$ cat config.mk
export PLATFORM = sky130hd
export DESIGN_NAME = uart_fifo_controller
export DESIGN_NICKNAME = d
export VERILOG_FILES = /design/src/rtl/uart_fifo_controller.sv
export SDC_FILE = /design/constraint.sdc
export NUM_CORES = 1
export LEC_CHECK = 0
export CAP_MARGIN = 20
export CORE_UTILIZATION = 55
export DETAILED_ROUTE_END_ITERATION = 6
export PLACE_DENSITY = 0.72
export RECOVER_POWER = 100
export SLEW_MARGIN = 20
export SYNTH_ARGS = -nofsm -noshare
export SYNTH_HDL_FRONTEND = slang
export SYNTH_SLANG_ARGS = --single-unit
$ cat constraint.sdc
create_clock -name clk -period 3.6 [get_ports clk]
set_clock_uncertainty 0.15 [all_clocks]
set_input_delay 0.36 -clock clk [delete_from_list [all_inputs] [get_ports clk]]
set_output_delay 0.36 -clock clk [all_outputs]
set_load 0.02 [all_outputs]
$ cat src/rtl/uart_fifo_controller.sv
// Memory-mapped UART with TX/RX FIFOs, a runtime baud divisor and sticky error flags.
// Registers: 0 DATA, 1 STATUS, 2 DIVISOR, 3 reserved (reads 0).
module uart_fifo_controller #(
  parameter int unsigned FIFO_AW     = 4,
  parameter int unsigned DEFAULT_DIV = 434,
  parameter int unsigned DIV_W       = 16
) (
  input  logic        clk,
  input  logic        reset,
  input  logic        serial_in,
  output logic        serial_out,
  input  logic [1:0]  address,
  input  logic        writeenable,
  input  logic [31:0] writedata,
  input  logic        readenable,
  output logic [31:0] readdata
);

  localparam int unsigned Depth = 2 ** FIFO_AW;
  localparam logic [DIV_W-1:0] One = DIV_W'(1);
  localparam logic [DIV_W-1:0] MinDiv = DIV_W'(4);
  localparam logic [FIFO_AW:0] PtrOne = (FIFO_AW + 1)'(1);

  typedef enum logic [1:0] {StIdle, StStart, StData, StStop} state_e;

  logic data_wr, div_wr, data_rd, stat_rd;
  assign data_wr = writeenable && (address == 2'd0);
  assign div_wr  = writeenable && (address == 2'd2);
  assign data_rd = readenable && (address == 2'd0);
  assign stat_rd = readenable && (address == 2'd1);

  logic unused_wd_bits;
  assign unused_wd_bits = ^writedata[31:DIV_W];

  logic [DIV_W-1:0] div_q;
  always_ff @(posedge clk) begin
    if (reset) div_q <= DIV_W'(DEFAULT_DIV);
    else if (div_wr) div_q <= (writedata[DIV_W-1:0] < MinDiv) ? MinDiv : writedata[DIV_W-1:0];
  end

  // FIFOs: the extra pointer bit separates full from empty.
  logic [7:0]     tx_mem [Depth];
  logic [7:0]     rx_mem [Depth];
  logic [FIFO_AW:0] tx_wr_q, tx_rd_q, rx_wr_q, rx_rd_q;
  logic tx_empty, tx_full, rx_empty, rx_full;
  logic tx_push, tx_pop, rx_push, rx_pop, rx_push_req;
  logic [7:0] tx_head, rx_head;

  assign tx_empty = (tx_wr_q == tx_rd_q);
  assign tx_full  = (tx_wr_q[FIFO_AW] != tx_rd_q[FIFO_AW]) &&
                    (tx_wr_q[FIFO_AW-1:0] == tx_rd_q[FIFO_AW-1:0]);
  assign rx_empty = (rx_wr_q == rx_rd_q);
  assign rx_full  = (rx_wr_q[FIFO_AW] != rx_rd_q[FIFO_AW]) &&
                    (rx_wr_q[FIFO_AW-1:0] == rx_rd_q[FIFO_AW-1:0]);
  assign tx_head  = tx_mem[tx_rd_q[FIFO_AW-1:0]];
  assign rx_head  = rx_mem[rx_rd_q[FIFO_AW-1:0]];

  assign tx_push = data_wr && (!tx_full || tx_pop);
  assign rx_pop  = data_rd && !rx_empty;
  assign rx_push = rx_push_req && (!rx_full || rx_pop);

  logic [7:0] rx_sh_q;

  always_ff @(posedge clk) begin
    if (tx_push) tx_mem[tx_wr_q[FIFO_AW-1:0]] <= writedata[7:0];
    if (rx_push) rx_mem[rx_wr_q[FIFO_AW-1:0]] <= rx_sh_q;
  end

  always_ff @(posedge clk) begin
    if (reset) begin
      tx_wr_q <= '0;
      tx_rd_q <= '0;
      rx_wr_q <= '0;
      rx_rd_q <= '0;
    end else begin
      if (tx_push) tx_wr_q <= tx_wr_q + PtrOne;
      if (tx_pop)  tx_rd_q <= tx_rd_q + PtrOne;
      if (rx_push) rx_wr_q <= rx_wr_q + PtrOne;
      if (rx_pop)  rx_rd_q <= rx_rd_q + PtrOne;
    end
  end

  // TX engine: divisor is latched per frame so in-flight frames keep their timing.
  state_e           tx_state_q;
  logic [DIV_W-1:0] tx_cnt_q, tx_div_q;
  logic [2:0]       tx_bit_q;
  logic [7:0]       tx_sh_q;
  logic             tx_bit_end;

  assign tx_bit_end = (tx_cnt_q == tx_div_q - One);
  assign tx_pop = !tx_empty &&
                  ((tx_state_q == StIdle) || ((tx_state_q == StStop) && tx_bit_end));

  always_ff @(posedge clk) begin
    if (reset) begin
      tx_state_q <= StIdle;
      tx_cnt_q   <= '0;
      tx_div_q   <= DIV_W'(DEFAULT_DIV);
      tx_bit_q   <= '0;
      tx_sh_q    <= '0;
      serial_out <= 1'b1;
    end else begin
      if (tx_pop) begin
        tx_state_q <= StStart;
        tx_sh_q    <= tx_head;
        tx_div_q   <= div_q;
        tx_cnt_q   <= '0;
        serial_out <= 1'b0;
      end else begin
        case (tx_state_q)
          StStart: begin
            if (tx_bit_end) begin
              tx_state_q <= StData;
              tx_cnt_q   <= '0;
              tx_bit_q   <= '0;
              serial_out <= tx_sh_q[0];
            end else tx_cnt_q <= tx_cnt_q + One;
          end
          StData: begin
            if (tx_bit_end) begin
              tx_cnt_q <= '0;
              if (tx_bit_q == 3'd7) begin
                tx_state_q <= StStop;
                serial_out <= 1'b1;
              end else begin
                tx_bit_q   <= tx_bit_q + 3'd1;
                tx_sh_q    <= tx_sh_q >> 1;
                serial_out <= tx_sh_q[1];
              end
            end else tx_cnt_q <= tx_cnt_q + One;
          end
          StStop: begin
            if (tx_bit_end) tx_state_q <= StIdle;
            else tx_cnt_q <= tx_cnt_q + One;
          end
          default: ;
        endcase
      end
    end
  end

  // RX engine behind a 2-flop synchroniser; rx_prev_q gives the falling-edge detect.
  state_e           rx_state_q;
  logic [DIV_W-1:0] rx_cnt_q, rx_div_q;
  logic [2:0]       rx_bit_q;
  logic             rx_sync1_q, rx_sync2_q, rx_prev_q;
  logic             rx_bit_end, rx_stop_done, frame_evt;

  assign rx_bit_end   = (rx_cnt_q == rx_div_q - One);
  assign rx_stop_done = (rx_state_q == StStop) && rx_bit_end;
  assign rx_push_req  = rx_stop_done && rx_sync2_q;
  assign frame_evt    = rx_stop_done && !rx_sync2_q;

  always_ff @(posedge clk) begin
    if (reset) begin
      rx_sync1_q <= 1'b1;
      rx_sync2_q <= 1'b1;
      rx_prev_q  <= 1'b1;
      rx_state_q <= StIdle;
      rx_cnt_q   <= '0;
      rx_div_q   <= DIV_W'(DEFAULT_DIV);
      rx_bit_q   <= '0;
      rx_sh_q    <= '0;
    end else begin
      rx_sync1_q <= serial_in;
      rx_sync2_q <= rx_sync1_q;
      rx_prev_q  <= rx_sync2_q;
      case (rx_state_q)
        StIdle: begin
          rx_div_q <= div_q;
          rx_cnt_q <= '0;
          if (rx_prev_q && !rx_sync2_q) rx_state_q <= StStart;
        end
        StStart: begin
          if (rx_cnt_q == (rx_div_q >> 1)) begin
            rx_cnt_q   <= '0;
            rx_bit_q   <= '0;
            rx_state_q <= rx_sync2_q ? StIdle : StData;
          end else rx_cnt_q <= rx_cnt_q + One;
        end
        StData: begin
          if (rx_bit_end) begin
            rx_cnt_q <= '0;
            rx_sh_q  <= {rx_sync2_q, rx_sh_q[7:1]};
            if (rx_bit_q == 3'd7) rx_state_q <= StStop;
            else rx_bit_q <= rx_bit_q + 3'd1;
          end else rx_cnt_q <= rx_cnt_q + One;
        end
        StStop: begin
          if (rx_bit_end) rx_state_q <= StIdle;
          else rx_cnt_q <= rx_cnt_q + One;
        end
        default: rx_state_q <= StIdle;
      endcase
    end
  end

  // Sticky flags: a STATUS read clears them unless a new event lands on the same cycle.
  logic rx_overrun_q, frame_err_q, tx_ovf_q;
  always_ff @(posedge clk) begin
    if (reset) begin
      rx_overrun_q <= 1'b0;
      frame_err_q  <= 1'b0;
      tx_ovf_q     <= 1'b0;
    end else begin
      rx_overrun_q <= (rx_overrun_q && !stat_rd) || (rx_push_req && !rx_push);
      frame_err_q  <= (frame_err_q && !stat_rd) || frame_evt;
      tx_ovf_q     <= (tx_ovf_q && !stat_rd) || (data_wr && !tx_push);
    end
  end

  logic [31:0] readdata_d;
  always_comb begin
    readdata_d = '0;
    case (address)
      2'd0: begin
        readdata_d[8]   = !rx_empty;
        readdata_d[7:0] = rx_empty ? 8'd0 : rx_head;
      end
      2'd1: begin
        readdata_d[0]  = !rx_empty;
        readdata_d[1]  = rx_full;
        readdata_d[2]  = tx_full;
        readdata_d[3]  = tx_empty;
        readdata_d[4]  = (tx_state_q != StIdle);
        readdata_d[5]  = rx_overrun_q;
        readdata_d[6]  = frame_err_q;
        readdata_d[7]  = tx_ovf_q;
        readdata_d[16] = !tx_full;
      end
      2'd2: readdata_d[DIV_W-1:0] = div_q;
      default: ;
    endcase
  end

  always_ff @(posedge clk) begin
    if (reset) readdata <= '0;
    else if (readenable) readdata <= readdata_d;
  end

endmodule

# ---- After elaboration in Yosys (flattened, before gate mapping)
# Memory sizes are Yosys's and may differ from the RTL's. A register that Yosys moved wholly into a read port is not among the register bits.
# Cells that the tools add are included.
dict set report word_totals {
  ram_bits 256
  output_inout_bits 33
  register_bits 150
  in_bits 39
  word_cells 183
  n_memories 2
}
dict set report op_classes {
  n_addsub 10
  n_bitwise 1
  mux 51
  n_reduce_logical 57
  n_eq_ne 37
  order_cmp 1
}
# memory words width rd rd_clocked_by_memory_dff wr line
set memory_table {}
lappend memory_table {rx_mem 16 8 1 1 1 43} ;# logic [7:0] rx_mem [Depth];
lappend memory_table {tx_mem 16 8 1 1 1 42} ;# logic [7:0] tx_mem [Depth];
# op count
set op_table {}
lappend op_table {{$mux 16} 6}
lappend op_table {{$pmux 16 s4} 1}
lappend op_table {{$mux 8} 5}
lappend op_table {{$add 16x1->16 const B} 2}
lappend op_table {{$eq 16x16->1} 2}
lappend op_table {{$pmux 16 s2} 1}
lappend op_table {{$sub 16x1->16 const B} 2}
lappend op_table {{$ne 2x2->1 const B} 14}
lappend op_table {{$pmux 8 s3} 1}
lappend op_table {{$add 5x1->5 const B} 4}
lappend op_table {{$logic_and 1x1->1} 20}
lappend op_table {{$mux 2} 10}
lappend op_table {{$reduce_and 5->1} 4}
lappend op_table {{$mux 3} 6}
lappend op_table {{$eq 16x15->1} 1}
lappend op_table {{$lt 16x3->1 const B} 1}
lappend op_table {{$mux 4} 4}
lappend op_table {{$ne 3x3->1 const B} 4}
lappend op_table {{$pmux 3 s2} 2}
lappend op_table {{$reduce_bool 2->1} 6}
lappend op_table {{$eq 2x2->1 const B} 5}
lappend op_table {{$eq 5x5->1} 2}
lappend op_table {{$mux 1} 10}
lappend op_table {{$eq 4x4->1} 2}
lappend op_table {{18 further kinds} 42}

# ---- Depth between registers and ports, before layout
# Gate-level depths: netlist of run 1.
dict set report depth {
  depth_word 10
  mapped_depth 13
}

# ---- Worst setup path before layout of run 1
# Ideal clock, no wire load.
dict set report synth_path {
  path_kind {register to register}
  startpoint {register tx_div_q[0]}
  endpoint {memory tx_mem[3][0] (enable)}
  slack_ps -151
  stages_incl_launch_ff 11
  arrival_time_ps 3217
  required_ps 3067
  period_less_slack_ps 3751
  path_cell_list {dfxtp_1 -> clkbuf_1 -> inv_1 -> ha_1 -> o21ba_2 -> a221oi_1 -> a41oi_1 -> or3_1 -> nor4_2 -> o21ai_0 -> nor3_1}
}
dict set report synth_between {
  elab_chain_len 9
}
# element line
set synth_rtl {}
lappend synth_rtl {{from (decl)} 85} ;# logic [DIV_W-1:0] tx_cnt_q, tx_div_q;
lappend synth_rtl {{from (signal assigned)} 98} ;# tx_div_q <= DIV_W'(DEFAULT_DIV);
lappend synth_rtl {{from (signal assigned)} 106} ;# tx_div_q <= div_q;
lappend synth_rtl {{$sub 16x1->16} 90} ;# assign tx_bit_end = (tx_cnt_q == tx_div_q - One);
lappend synth_rtl {{$eq 16x16->1} 90}
lappend synth_rtl {{$logic_and 1x1->1} 92} ;# ((tx_state_q == StIdle) || ((tx_state_q == StStop) && tx_bit_end));
lappend synth_rtl {{$logic_or 1x1->1} 92}
lappend synth_rtl {{$logic_and 1x1->1} 91} ;# assign tx_pop = !tx_empty &&
lappend synth_rtl {{$logic_or 1x1->1} 58} ;# assign tx_push = data_wr && (!tx_full || tx_pop);
lappend synth_rtl {{$logic_and 1x1->1} 58}
lappend synth_rtl {{$mux 1} 65} ;# if (tx_push) tx_mem[tx_wr_q[FIFO_AW-1:0]] <= writedata[7:0];
lappend synth_rtl {{$mux 1 (not written as such)} 65}
lappend synth_rtl {{to (decl)} 42}
# Every way passes these cells.

# ---- Worst setup path after layout of run 1
dict set report layout_path {
  startpoint {register rx_div_q[1]}
  endpoint {memory rx_mem[10][4] (enable)}
}
dict set report layout_between {
  elab_chain_len 7
}
# element line
set layout_rtl {}
lappend layout_rtl {{from (decl)} 144} ;# logic [DIV_W-1:0] rx_cnt_q, rx_div_q;
lappend layout_rtl {{from (signal assigned)} 161} ;# rx_div_q <= DIV_W'(DEFAULT_DIV);
lappend layout_rtl {{from (signal assigned)} 170} ;# rx_div_q <= div_q;
lappend layout_rtl {{$sub 16x1->16} 149} ;# assign rx_bit_end = (rx_cnt_q == rx_div_q - One);
lappend layout_rtl {{$eq 16x16->1} 149}
lappend layout_rtl {{$logic_and 1x1->1} 150} ;# assign rx_stop_done = (rx_state_q == StStop) && rx_bit_end;
lappend layout_rtl {{$logic_and 1x1->1} 151} ;# assign rx_push_req = rx_stop_done && rx_sync2_q;
lappend layout_rtl {{$logic_and 1x1->1} 60} ;# assign rx_push = rx_push_req && (!rx_full || rx_pop);
lappend layout_rtl {{$mux 1} 66} ;# if (rx_push) rx_mem[rx_wr_q[FIFO_AW-1:0]] <= rx_sh_q;
lappend layout_rtl {{$mux 1 (not written as such)} 66}
lappend layout_rtl {{to (decl)} 43}
# Every way passes these cells.

==> flow_metrics.env, run 1 <==
export IMPL_outcome="finished, final reports clean"
export IMPL_firstDrtPassIters=5
export IMPL_syn_cell_area_um2=18400
export IMPL_die_area_um2=34200
export IMPL_wl_per_cell_um=20.5
export IMPL_worstPathCellList="inv_1, ha_2, or3b_2, or3_1, a21oi_1, o21ai_0, and4b_1, nand2_1, nor2_2, buf_6, and3_1, buf_12"
export IMPL_num_vias=12100
export IMPL_dp_cells=1947
export IMPL_fmax_mhz=292
export IMPL_synth_compound_area_share_pct=8.00
export IMPL_worst_endpoint_arrival_ns=3.53
export IMPL_grt_max_degree=56
export IMPL_worstMarginPinSlew_ns=1.29
export IMPL_layout_cells_non_filler=2026
export IMPL_synth_top_cells_by_area="edfxtp_1, dfxtp_1, mux4_2, nand2_1, xnor2_1"
export IMPL_finalPower_mw=10.9
export IMPL_synth_ff_type="edfxtp_1"
export IMPL_final_nets=1615
export IMPL_hold_viol_final=0
export IMPL_yosysTopAreaCellShare_pct=41.8
export IMPL_clk_latency_ns=0.56
export IMPL_maxSlewHeadroom_pct=14.2
export IMPL_antenna_found_initial=0
export IMPL_syn_to_final_growth_pct=15.8
export IMPL_p_clk_share_pct=40.4
export IMPL_critPathMaxFanout=15
export IMPL_grt_pass1_wl_um=64400
export IMPL_dp_hpwl_um=27200
export IMPL_place_area_um2=19900
export IMPL_synth_edf_count=256
export IMPL_grt_pass1_vias=11600
export IMPL_routabilityCongestion=0.889
export IMPL_vdd_drop_max_mv=0.374
export IMPL_drc=0
export IMPL_numCtsBuffers=43
export IMPL_ant_nets=0
export IMPL_yosysSeqAreaShare_pct=59.0
export IMPL_p_sw_mw=2.65
export IMPL_drive_gt1_share_pct=15.6
export IMPL_final_seq_area_um2=10900
export IMPL_syn_area_per_cell_um2=12.4
export IMPL_die_y_um=185
export IMPL_endpoint_kind="register"
export IMPL_grtUsageTotal_pct=24.9
export IMPL_dp_slack_ns=0.0790
export IMPL_power_frac_comb_pct=11.1
export IMPL_start_util_pct=56.2
export IMPL_multi_input_area_um2=7080
export IMPL_path_clk_slew_ns=0.06
export IMPL_drt_iter0_markers=951
export IMPL_tns_ns=0
export IMPL_finish_instance_area_um2=21300
export IMPL_ys_ff_latch=414
export IMPL_synth_xor_xnor_area_share_pct=4.00
export IMPL_hp_class="input port to register"
export IMPL_rows=66
export IMPL_pin_count=72
export IMPL_p_int_mw=8.27
export IMPL_synth_largest_area_cell="edfxtp_1"
export IMPL_critPathLaunchType="register"
export IMPL_yosys_warnings=0
export IMPL_cp_slowest_cell="or3b_2"
export IMPL_cts_max_path_buffers=3
export IMPL_synth_top_family_by_area="simple AND/OR/NAND/NOR gates"
export IMPL_netlist_instances=1478
export IMPL_n_fill_cell=2419
export IMPL_synthMuxAreaShare_pct=10.3
export IMPL_synth_simple_area_share_pct=13.9
export IMPL_htreeDepth=2
export IMPL_power_density_nw_per_um2=513
export IMPL_port_buffers=40
export IMPL_cts_tree="done"
export IMPL_seq_power_share_pct=48.6
export IMPL_final_period_utilization_pct=95.0
export IMPL_fp_coreArea_um2=32700
export IMPL_fp_dieW_um=185
export IMPL_gr_total_overflow=0
export IMPL_yosysUniqueCellTypes=81
export IMPL_cap_violations=0
export IMPL_via_per_inst=5.96
export IMPL_layout_commonest_cell="edfxtp_1"
export IMPL_switching_share_pct=24.3
export IMPL_root_buffer="clkbuf_16"
export IMPL_async_flop_share_pct=0
export IMPL_period_needed_ns=3.42
export IMPL_worstSetupPathType="register to register"
export IMPL_diodes=0
export IMPL_cts_sinks=414
export IMPL_finalSetupViolations=0
export IMPL_finalWirelength_um=41500
export IMPL_yosys_area_share_adder_pct=1.56
export IMPL_cp_required_ns=3.71
export IMPL_fin_ws_ns=0.179
export IMPL_cpPeakStageDelay_ns=0.52
export IMPL_drv_slew=0
export IMPL_p_leak_nw=7.34
export IMPL_most_common_layout_cells="edfxtp_1, dfxtp_1, nand2_1, nor2_1, a21oi_1"
==> worst max-delay path: cells and delay by family (launching register included) <==
kind | cells | cell delay (ns)
buffers and inverters | 3 | 0.41
adder cells (fa/ha/maj) | 1 | 0.25
AO/OA/AOI/OAI | 2 | 0.28
flip-flops | 1 | 0.35
AND/OR/NAND/NOR | 6 | 1.69
==> cell families after synthesis <==
family	Yosys count
DFF	414
and+or+nand+nor	504
AOI/OAI and AO/OA	219
adders and majority gates	23
muxes	98
buffers and inverters	135
other	1
xor gates and xnor gates	84
==> final cells by class <==
class,count,share of cell area [%]
Sequential cell,414,51.0
Clock inverter,21,1.19
Clock buffer,55,5.36
Multi-Input combinational cell,943,33.2
Timing Repair Buffer,125,6.20
Inverter,26,0.458
Tap cell,442,2.60
==> stage by stage <==
| step | util, % | hold slack [ns] |
|---|---|---|
| 2_1_floorplan | - | 0.239 |
| 3_3_place_gp | 60.8 | 0.256 |
| 3_5_place_dp | 60.8 | 0.258 |
| 4_1_cts | 65.1 | 0.218 |
| 5_1_grt | 65.1 | 0.237 |
| 6_report | 65.1 | 0.239 |
==> power by group through the flow <==
| stage | clock [mW] | combinational (mW) | sequential, mW |
|---|---|---|---|
| floorplan | 0 | 0.868 | 5.33 |
| global placement | 0 | 1.16 | 5.40 |
| detailed placement | 0 | 1.18 | 5.40 |
| CTS | 4.49 | 1.20 | 5.30 |
| global route | 4.66 | 1.32 | 5.33 |
| finish | 4.41 | 1.21 | 5.31 |
==> per-layer routing <==
layer / up-vias / GRT usage, % / part of all wire (%)
met4: 0 / 8.50 / 2.7
met3: 73 / 4.42 / 6.2
met5: - / 0 / 0
li1: 5645 / - / -
met2: 411 / 40.8 / 48
met1: 5952 / 33.5 / 43
==> sequential cells by signal (all words and copies together) (netlist names), 8 cells and up, named ones only <==
register,flops
div_q,16
readdata,17
rx_cnt_q,16
rx_div_q,16
rx_mem,128
rx_sh_q,8
tx_cnt_q,16
tx_div_q,16
tx_mem,128
tx_sh_q,8
==> Yosys cell counts (3+ instances only) <==
master,instances
edfxtp_1,256
dfxtp_1,158
nand2_1,142
nor2_1,94
a21oi_1,82
clkbuf_1,81
mux4_2,73
xnor2_1,51
and3_1,42
nand3_1,39
xor2_1,33
nor2b_1,30
nor3_1,27
o21ai_0,27
inv_1,26
ha_1,23
mux2i_1,23
nand2b_1,23
nor4_1,23
a211oi_1,20
nand4_1,18
buf_4,16
o211ai_1,14
or3_1,13
o21a_1,11
or2_2,8
a222oi_1,7
and2_1,7
nand3b_1,7
a31oi_1,6
buf_1,6
buf_2,5
nor3b_1,5
a32oi_1,4
o211a_1,4
o31ai_1,4
o41ai_1,4
or4_1,4
a22oi_1,3
a41oi_1,3
nor4b_1,3
o2111ai_1,3
==> final timing paths <==
path	from	to	slack, ns	cells after the start
setup / recovery	rx_div_q[1]$_SDFFE_PP1P_	rx_mem[10][4]$_DFFE_PP_	0.18	12
hold / removal	writedata[15]	div_q[15]$_SDFFE_PP0P_	0.24	3
setup reg to reg	rx_div_q[1]$_SDFFE_PP1P_	rx_mem[10][4]$_DFFE_PP_	0.18	12
hold reg to reg	rx_sync1_q$_SDFF_PP1_	rx_sync2_q$_SDFF_PP1_	0.28	1
==> timing repair <==
action	in CTS	in global routing
pin swaps	0	3
hold endpoints to repair	3	0
setup buffers	0	2
setup endpoints to repair	8	306
hold buffers	1	0
resized for setup	1	10
(Power assumes the default switching activity.)
==> run 2, diff against run 1 <==
Settings changed: CORE_ASPECT_RATIO set to 1.2.
==> flow_metrics.env, run 2 (synthesis gave the netlist of run 1 again) <==
export IMPL_routabilityCongestion=0.939
export IMPL_cts_tree="done"
export IMPL_n_fill_cell=2530
export IMPL_finalWirelength_um=41300
export IMPL_firstDrtPassIters=6
export IMPL_reg2reg_from="rx_div_q[1]$_SDFFE_PP1P_"
export IMPL_final_period_utilization_pct=96.2
export IMPL_fmax_mhz=289
export IMPL_via_per_inst=5.95
export IMPL_r2r_slack_ns=0.14
export IMPL_ant_nets=0
export IMPL_worst_endpoint_arrival_ns=3.74
export IMPL_root_buffer="clkbuf_16"
export IMPL_dp_hpwl_um=27500
export IMPL_grt_pass1_wl_um=65000
export IMPL_r2r_cells=12
export IMPL_seq_power_share_pct=51.0
export IMPL_drv_slew=0
export IMPL_p_sw_mw=2.55
export IMPL_start_util_pct=55.6
export IMPL_grtUsageTotal_pct=24.5
export IMPL_grt_pass1_vias=11900
export IMPL_power_density_nw_per_um2=498
export IMPL_drt_iter0_markers=1003
export IMPL_cts_sinks=414
export IMPL_cts_max_path_buffers=3
export IMPL_power_frac_comb_pct=11.5
export IMPL_final_nets=1616
export IMPL_finalSetupViolations=0
export IMPL_pin_count=72
export IMPL_cap_violations=0
export IMPL_fp_coreArea_um2=33100
export IMPL_drc=0
export IMPL_finalPower_mw=10.4
export IMPL_worstSetupPathType="register to register"
export IMPL_maxSlewHeadroom_pct=23.6
export IMPL_postCtsHoldBufs=0
export IMPL_gr_total_overflow=0
export IMPL_cp_required_ns=3.88
export IMPL_port_buffers=40
export IMPL_grt_max_degree=56
export IMPL_drive_gt1_share_pct=15.3
export IMPL_holdWs_ns=0.172
export IMPL_numCtsBuffers=40
export IMPL_p_int_mw=7.84
export IMPL_outcome="finished, final reports clean"
export IMPL_path_clk_slew_ns=0.06
export IMPL_wl_per_cell_um=20.3
export IMPL_most_common_layout_cells="edfxtp_1, dfxtp_1, nand2_1, nor2_1, a21oi_1"
export IMPL_die_area_um2=34200
export IMPL_worstMarginPinSlew_ns=1.14
export IMPL_htreeDepth=2
export IMPL_p_leak_nw=7.21
export IMPL_diodes=0
export IMPL_vdd_drop_max_mv=0.284
export IMPL_period_needed_ns=3.46
export IMPL_critPathMaxFanout=14
export IMPL_switching_share_pct=24.6
export IMPL_syn_to_final_growth_pct=13.5
export IMPL_layout_commonest_cell="edfxtp_1"
export IMPL_die_y_um=202
export IMPL_clk_latency_ns=0.54
export IMPL_r2r_end="rx_cnt_q[8]$_SDFFE_PP0P_"
export IMPL_rows=73
export IMPL_critPathLaunchType="register"
export IMPL_worstHoldStart="reset"
export IMPL_endpoint_kind="register"
export IMPL_p_clk_share_pct=37.5
export IMPL_antenna_found_initial=0
export IMPL_hp_class="input port to register"
export IMPL_hold_end="rx_state_q[0]$_SDFFE_PP0P_"
export IMPL_hold_viol_final=0
export IMPL_fp_dieW_um=169
export IMPL_num_vias=12100
export IMPL_hold_depth=2
run 2: cell types whose count changed in the layout (fill, tap and decap cells not counted), moves of 4 or more:
cell | before | now
clkbuf_4 | 0 | 19
buf_12 | 26 | 7
buf_4 | 44 | 37
clkbuf_2 | 4 | 12
bufinv_16 | 5 | 0
clkinv_1 | 4 | 0
run 2: worst max path at each step:
stage                                  start                  endpoint  slack (ns)  depth (start not counted)
floorplan           tx_div_q[0]$_SDFFE_PP0P_   tx_mem[10][0]$_DFFE_PP_        0.04                         11
global placement    rx_div_q[1]$_SDFFE_PP1P_  rx_cnt_q[5]$_SDFFE_PP0P_        0.08                         11
detailed placement  rx_div_q[1]$_SDFFE_PP1P_  rx_cnt_q[7]$_SDFFE_PP0P_       -0.05                         11
CTS                 tx_div_q[1]$_SDFFE_PP1P_   tx_mem[11][2]$_DFFE_PP_        0.02                         10
global route        rx_div_q[1]$_SDFFE_PP1P_   rx_mem[10][4]$_DFFE_PP_       -0.01                         12
finish              rx_div_q[1]$_SDFFE_PP1P_  rx_cnt_q[8]$_SDFFE_PP0P_        0.14                         12
run 2: area by class of cell:
class                   instances  area (µm²)  share of cell area [%]
flip-flops and latches        414       10900                    52.0
multi-input cells             943        7080                    33.9
clock buffers                  58        1140                    5.46
repair buffers                129        1080                    5.17
well taps                     450         563                    2.70
inverters                      26        97.6                   0.467
clock inverters                11        66.3                   0.318
run 2: layer usage:
| metal | GRT usage, % | vias up | wire length, µm |
|---|---|---|---|
| met2 | 42.5 | 322 | 20900 |
| met4 | 7.89 | 0 | 990 |
| met3 | 3.04 | 69 | 1890 |
| met1 | 32.0 | 6044 | 17500 |
| li1 | - | 5640 | - |
| met5 | 0 | - | 0 |
run 2: through the flow:
| step | utilization (%) | TNS (ns) | instances | cell area, µm² | setup WS [ns] |
|---|---|---|---|---|---|
| floorplan | - | 0 | 1492 | 18500 | 0.0419 |
| global placement | 59.8 | 0 | 1959 | 19800 | 0.0771 |
| detailed placement | 59.8 | -0.317 | 1959 | 19800 | -0.0506 |
| CTS | 63.5 | 0 | 2029 | 21000 | 0.0178 |
| global route | 63.1 | -0.169 | 2031 | 20900 | -0.0101 |
| finish | 63.1 | 0 | 2031 | 20900 | 0.136 |
run 2: repair_timing:
item / 4_1_cts / 5_1_grt
endpoints found under the setup margin: 10 / 291
endpoints found under the hold margin: 0 / 0
buffers inserted: 1 / 2
gates resized for setup: 0 / 14
pin swaps: 1 / 2
run 2: power by group through the flow:
| stage | registers (mW) | logic [mW] | clock network (mW) |
|---|---|---|---|
| after detailed placement | 5.40 | 1.18 | 0 |
| after CTS | 5.30 | 1.20 | 3.98 |
| after floorplan | 5.33 | 0.868 | 0 |
| after global routing | 5.32 | 1.32 | 4.16 |
| after global placement | 5.39 | 1.16 | 0 |
| final | 5.30 | 1.20 | 3.90 |
run 2: worst max-delay path, stage by stage, from the launching register on:
cell      delay [ns]
dfxtp_1         0.36
inv_1           0.13
ha_4            0.18
or4b_2          0.61
nor4_1          0.32
o31ai_1         0.14
o41a_1          0.21
or4b_4          0.60
a21oi_4         0.16
buf_12          0.15
clkbuf_2        0.14
o211ai_1        0.10
o21a_1          0.12
